`config.mk`:
```
export PLATFORM = sky130hd
export DESIGN_NAME = aes_ctrl
export DESIGN_NICKNAME = d
export VERILOG_FILES = /design/src/rtl/aes_pkg.sv /design/src/rtl/aes_rcon_gen.sv /design/src/rtl/aes_ctrl.sv
export SDC_FILE = /design/constraint.sdc
export NUM_CORES = 1
export LEC_CHECK = 0
export CELL_PAD_IN_SITES_DETAIL_PLACEMENT = 0
export CELL_PAD_IN_SITES_GLOBAL_PLACEMENT = 1
export CORE_MARGIN = 5
export CORE_UTILIZATION = 34
export DETAILED_ROUTE_END_ITERATION = 6
export GPL_TIMING_DRIVEN = 0
export PLACE_DENSITY_LB_ADDON = 0.1
export SETUP_SLACK_MARGIN = 0.4
export SLEW_MARGIN = 20
export SYNTH_ARGS = -nofsm -noshare
export SYNTH_HDL_FRONTEND = slang
export SYNTH_SLANG_ARGS = --single-unit
```
`constraint.sdc`:
```
create_clock -name clk -period 2.6 [get_ports clk]
set_clock_uncertainty 0.15 [all_clocks]
set_input_delay 0.78 -clock clk [delete_from_list [all_inputs] [get_ports clk]]
set_output_delay 0.78 -clock clk [all_outputs]
set_load 0.1 [all_outputs]
```
`src/rtl/aes_pkg.sv`:
```
// Shared types and constants for the AES-128 round-sequencing controller.
// Holds the command opcodes, controller FSM states and the xtime helper.
package aes_pkg;

    typedef logic [7:0]   aes_byte;
    typedef logic [127:0] aes_128;

    typedef enum logic [1:0] {
        OP_NOP   = 2'd0,
        OP_KEY   = 2'd1,
        OP_ENC   = 2'd2,
        OP_ABORT = 2'd3
    } opcode;

    typedef enum logic [2:0] {
        IDLE      = 3'd0,
        KEY_EXP   = 3'd1,
        ENC_INIT  = 3'd2,
        ENC_ROUND = 3'd3,
        ENC_FINAL = 3'd4
    } ctrl_state;

    localparam aes_byte RCON_INIT  = 8'h01;
    localparam aes_byte RCON_POLY  = 8'h1B;
    localparam int      NUM_ROUNDS = 10;

    // Multiply by x in GF(2^8), reducing by the AES polynomial.
    function automatic aes_byte xtime(input aes_byte b);
        return {b[6:0], 1'b0} ^ (b[7] ? RCON_POLY : 8'h00);
    endfunction

endpackage

```
`src/rtl/aes_rcon_gen.sv`:
```
// Registered round-constant generator: load restarts at RCON_INIT,
// step advances the constant by one xtime.
module aes_rcon_gen
    import aes_pkg::*;
(
    input  logic    clk,
    input  logic    rst,
    input  logic    i_load,
    input  logic    i_step,
    output aes_byte o_rcon
);

    aes_byte r_rcon;

    always_ff @(posedge clk) begin
        if (rst) begin
            r_rcon <= RCON_INIT;
        end else if (i_load) begin
            r_rcon <= RCON_INIT;
        end else if (i_step) begin
            r_rcon <= xtime(r_rcon);
        end
    end

    assign o_rcon = r_rcon;

endmodule

```
`src/rtl/aes_ctrl.sv`:
```
// Round-sequencing controller for the iterative AES-128 core.
// Optional feature macro AES_CTRL_ABORT_EN: OP_ABORT cancels a busy command.
module aes_ctrl
    import aes_pkg::*;
#(
    parameter int NUM_ROUNDS = 10
) (
    input  logic          clk,
    input  logic          rst,
    input  logic          start_i,
    input  aes_pkg::opcode opcode_i,
    output logic          busy_o,
    output logic          key_ready_o,
    output logic          cipher_ready_o,
    output logic          err_o,
    output aes_byte       r_con_o,
    output logic [3:0]    round_o,
    output logic          key_load_o,
    output logic          key_gen_en_o,
    output logic          state_load_o,
    output logic          round_en_o,
    output logic          final_round_o,
    output logic          cipher_latch_o
);

    localparam logic [3:0] LAST_ROUND = 4'(NUM_ROUNDS);
    localparam logic [3:0] LAST_MIX   = 4'(NUM_ROUNDS - 1);

    ctrl_state  r_state;
    ctrl_state  w_next;
    logic [3:0] r_round;
    logic       r_busy;
    logic       r_keyReady;
    logic       r_cipherReady;
    logic       r_err;

    logic w_abort;
    logic w_reject;
    logic w_keyLoad;
    logic w_keyGenEn;
    logic w_stateLoad;
    logic w_roundEn;
    logic w_finalRound;
    logic w_cipherLatch;
    logic w_rconLoad;
    logic w_rconStep;

    always_comb begin
        w_next        = r_state;
        w_abort       = 1'b0;
        w_reject      = 1'b0;
        w_keyLoad     = 1'b0;
        w_keyGenEn    = 1'b0;
        w_stateLoad   = 1'b0;
        w_roundEn     = 1'b0;
        w_finalRound  = 1'b0;
        w_cipherLatch = 1'b0;
`ifdef AES_CTRL_ABORT_EN
        w_abort = (r_state != IDLE) && start_i && (opcode_i == OP_ABORT);
`endif
        case (r_state)
            IDLE: begin
                if (start_i) begin
                    case (opcode_i)
                        OP_KEY: begin
                            w_keyLoad = 1'b1;
                            w_next    = KEY_EXP;
                        end
                        OP_ENC: begin
                            if (r_keyReady) begin
                                w_stateLoad = 1'b1;
                                w_next      = ENC_ROUND;
                            end else begin
                                w_reject = 1'b1;
                            end
                        end
                        default: ;
                    endcase
                end
            end
            KEY_EXP: begin
                w_keyGenEn = 1'b1;
                if (r_round == LAST_ROUND) begin
                    w_next = IDLE;
                end
            end
            ENC_ROUND: begin
                w_roundEn = 1'b1;
                if (r_round == LAST_MIX) begin
                    w_next = ENC_FINAL;
                end
            end
            ENC_FINAL: begin
                w_roundEn     = 1'b1;
                w_finalRound  = 1'b1;
                w_cipherLatch = 1'b1;
                w_next        = IDLE;
            end
            default: w_next = IDLE;
        endcase
        // An abort suppresses the strobes of the cycle it arrives in.
        if (w_abort) begin
            w_next        = IDLE;
            w_keyGenEn    = 1'b0;
            w_roundEn     = 1'b0;
            w_finalRound  = 1'b0;
            w_cipherLatch = 1'b0;
        end
    end

    always_ff @(posedge clk) begin
        if (rst) begin
            r_state       <= IDLE;
            r_round       <= 4'd0;
            r_busy        <= 1'b0;
            r_keyReady    <= 1'b0;
            r_cipherReady <= 1'b0;
            r_err         <= 1'b0;
        end else begin
            r_state <= w_next;
            r_busy  <= (w_next != IDLE);
            r_err   <= w_reject;
            if (w_next == IDLE) begin
                r_round <= 4'd0;
            end else if (r_state == IDLE) begin
                r_round <= 4'd1;
            end else begin
                r_round <= r_round + 4'd1;
            end
            if (w_keyLoad) begin
                r_keyReady    <= 1'b0;
                r_cipherReady <= 1'b0;
            end else if (w_keyGenEn && (r_round == LAST_ROUND)) begin
                r_keyReady <= 1'b1;
            end
            if (w_stateLoad) begin
                r_cipherReady <= 1'b0;
            end else if (w_cipherLatch) begin
                r_cipherReady <= 1'b1;
            end
        end
    end

    // The constant only walks while expansion continues; it snaps back otherwise.
    assign w_rconLoad = (w_next != KEY_EXP);
    assign w_rconStep = (r_state == KEY_EXP) && (w_next == KEY_EXP);

    aes_rcon_gen u_rconGen (
        .clk    (clk),
        .rst    (rst),
        .i_load (w_rconLoad),
        .i_step (w_rconStep),
        .o_rcon (r_con_o)
    );

    assign busy_o         = r_busy;
    assign key_ready_o    = r_keyReady;
    assign cipher_ready_o = r_cipherReady;
    assign err_o          = r_err;
    assign round_o        = r_round;
    assign key_load_o     = w_keyLoad;
    assign key_gen_en_o   = w_keyGenEn;
    assign state_load_o   = w_stateLoad;
    assign round_en_o     = w_roundEn;
    assign final_round_o  = w_finalRound;
    assign cipher_latch_o = w_cipherLatch;

endmodule

```
==> results.sh <==
export IMPL_drc=0
export IMPL_finalSetupViolations=2
export IMPL_dp_cells=155
export IMPL_clkPwrFrac_pct=27.2
export IMPL_grtUsageTotal_pct=13.4
export IMPL_layout_commonest_cell="dfxtp_1"
export IMPL_grt_pass1_wl_um=4300
export IMPL_firstDrtPassIters=3
export IMPL_fp_dieW_um=62.6
export IMPL_violations="negative setup slack"
export IMPL_drt_iter0_drc=8
export IMPL_ys_warn_count=0
export IMPL_syn_to_final_growth_pct=70.4
export IMPL_cts_tree="built"
export IMPL_coreArea_sq_um=2710
export IMPL_fin_crit_sh_pct=102
export IMPL_synth_cells=98
export IMPL_netSwitchingFraction_pct=30.0
export IMPL_gp_congestion=0.746
export IMPL_final_hold_viol_count=0
export IMPL_yosys_register_bits=19
export IMPL_drt_wl_total_um=2490
export IMPL_dieArea_sq_um=3920
export IMPL_synthesis_area_sq_um=940
export IMPL_ff2ff_setup_slack_ns=0.16
export IMPL_num_io_pins=27
export IMPL_p_total_w=0.000582
export IMPL_cts_root_buf="clkbuf_4"
export IMPL_p_per_area_nw_per_um2=364
export IMPL_critPathLaunch="start_i"
export IMPL_stdcell_count=175
export IMPL_intPower_w=0.000407
export IMPL_status="finished with violations"
export IMPL_period_minus_slack_ns=2.66
export IMPL_cts_buffers=3
export IMPL_critical_path_endpoint="state_load_o"
export IMPL_postRouteAntennaNets=0
export IMPL_initial_utilization_pct=34.7
export IMPL_slew_violations=0
export IMPL_ys_seq_area_share_pct=40.5
export IMPL_comb_power_share_pct=22.1
export IMPL_async_flop_share_pct=0
export IMPL_grt_setup_unrepaired="yes"
export IMPL_fillCellCount=249
export IMPL_clock_sinks=19
export IMPL_final_cell_mix="dfxtp_1 (13), buf_2 (12), buf_4 (12)"
export IMPL_power_leakage_nw=0.700
export IMPL_ir_worst_vdd_mv=0.256
export IMPL_clk_path_buf_depth=2
export IMPL_max_slew_margin_pct=56.1
export IMPL_cts_htree_levels=1
export IMPL_vias=871
export IMPL_crit_type="in -> out"
export IMPL_timing_rr_start="r_state[2]"
export IMPL_syn_nets=109
export IMPL_critPathRequiredTime_ns=1.67
export IMPL_drive_gt1_share_pct=63.2
export IMPL_synth_ff_type="dfxtp_1"
export IMPL_die_h_um=62.6
export IMPL_avgSynthCellArea_sq_um=9.59
export IMPL_insertion_delay_ns=0.31
export IMPL_antenna_found_initial=0
export IMPL_n_antenna_cell=0
export IMPL_synth_cell_types=31
export IMPL_net_switching_power_w=0.000175
export IMPL_startpoint_type="input pin"
export IMPL_cp_end_kind="output port"
export IMPL_numPortBuffers=26
export IMPL_r2r_end="round_o[0]"
export IMPL_arrival_ns=1.73
export IMPL_clkTransAtPathRegs_ns=0.11
export IMPL_grt_overflow=0
export IMPL_synth_edf_count=0
export IMPL_setup_ws_ns=-0.0644
export IMPL_dpl_hpwl_um=1620
export IMPL_fmax_mhz=375
export IMPL_first_global_vias=884
export IMPL_worstMarginPinSlew_ns=0.651
export IMPL_cap_violations=0
export IMPL_reg2reg_depth=9
export IMPL_grt_max_degree=12
export IMPL_wl_per_cell_um=14.2
export IMPL_rows=19
export IMPL_fin_nets=156
export IMPL_crit_fanout=4
export IMPL_hold_class="reg -> reg"
export IMPL_p_seq_share_pct=50.7
export IMPL_via_per_inst=4.98
Yosys cell counts (2+ instances only):
library cell	number	area, sq um
a211oi_1	2	15.0
a21oi_1	3	15.0
and3b_1	2	17.5
buf_2	3	15.0
dfxtp_1	19	380
ha_1	6	75.1
inv_1	8	30.0
mux2i_1	7	70.1
nand2_1	3	11.3
nor2_1	7	26.3
nor3_1	10	50.1
nor3_2	2	20.0
o21ai_0	4	20.0
or3b_2	2	17.5
xor2_1	4	35.0
layer usage:
metal	part of all wire (%)	wire length [um]	vias up	GRT usage (%)
met1	44	1100	417	16.7
li1	-	-	434	-
met4	1.8	46	0	6.37
met2	50	1240	15	20.7
met5	0	0	-	0
met3	4.3	107	5	4.14
sequential cells by signal (all words and copies together) (netlist names):
register          cells
u_rconGen.o_rcon      8
round_o               4
r_state               3
busy_o                1
cipher_ready_o        1
err_o                 1
key_ready_o           1
repair_timing:
action,CTS,global route
hold buffers,0,0
gates cloned,1,0
buffers inserted,12,3
pin swaps,10,12
setup endpoints to repair,38,30
resized for setup,141,28
through the flow:
| step | worst slack, ns | hold slack, ns | area (sq um) | util, % | setup TNS (ns) |
|---|---|---|---|---|---|
| after floorplan | -0.176 | 0.314 | 1050 | - | -0.352 |
| after global placement | -1.40 | 0.321 | 1350 | 49.7 | -6.48 |
| after detailed placement | -1.40 | 0.332 | 1350 | 49.7 | -6.63 |
| after CTS | -0.0808 | 0.352 | 1590 | 58.8 | -0.138 |
| after global routing | -0.104 | 0.393 | 1600 | 59.1 | -0.192 |
| final | -0.0644 | 0.356 | 1600 | 59.1 | -0.118 |
layout make-up:
class	instances	area, sq um	share of cell area, %
clock inverters	1	5.00	0.312
inverters	8	33.8	2.11
repair buffers	42	399	24.9
multi-input cells	66	644	40.2
plain buffers	5	65.1	4.06
well taps	31	38.8	2.42
flip-flops and latches	19	393	24.5
clock buffers	3	22.5	1.41
power groups by stage:
stage	logic [W]	clock network (W)	registers, W
2_1_floorplan	0.0000511	0	0.000317
3_3_place_gp	0.0000869	0	0.000302
3_5_place_dp	0.0000870	0	0.000302
4_1_cts	0.000118	0.000164	0.000295
5_1_grt	0.000136	0.000185	0.000296
6_report	0.000129	0.000159	0.000295
logic make-up (layout without fill, tap and decap cells):
family / count (synthesis) / in the layout / share of synthesized area, %
DFF: 19 / 19 / 40.5
AOI/OAI and AO/OA: 12 / 12 / 9.32
adders and majority gates: 6 / 6 / 7.99
buffers and inverters: 13 / 59 / 6.79
xor gates and xnor gates: 5 / 5 / 4.66
and+or+nand+nor: 35 / 35 / 22.1
muxes: 8 / 8 / 8.66
worst min path at each step:
stage | from | end | slack, ns | cells past startpoint
after floorplan | r_state[0] | round_o[0] | 0.31 | 1
after global placement | cipher_ready_o | cipher_ready_o | 0.32 | 2
after detailed placement | cipher_ready_o | cipher_ready_o | 0.33 | 2
after CTS | cipher_ready_o | cipher_ready_o | 0.35 | 2
after global routing | round_o[0] | round_o[0] | 0.39 | 1
final | round_o[0] | round_o[0] | 0.36 | 1
critical path: stages:
cell and delay, ns:
buf_6 0.06, or4b_4 0.44, buf_6 0.15, nor2_4 0.12
buf_12 0.18
No activity file was read; power rests on OpenSTA's default activity.
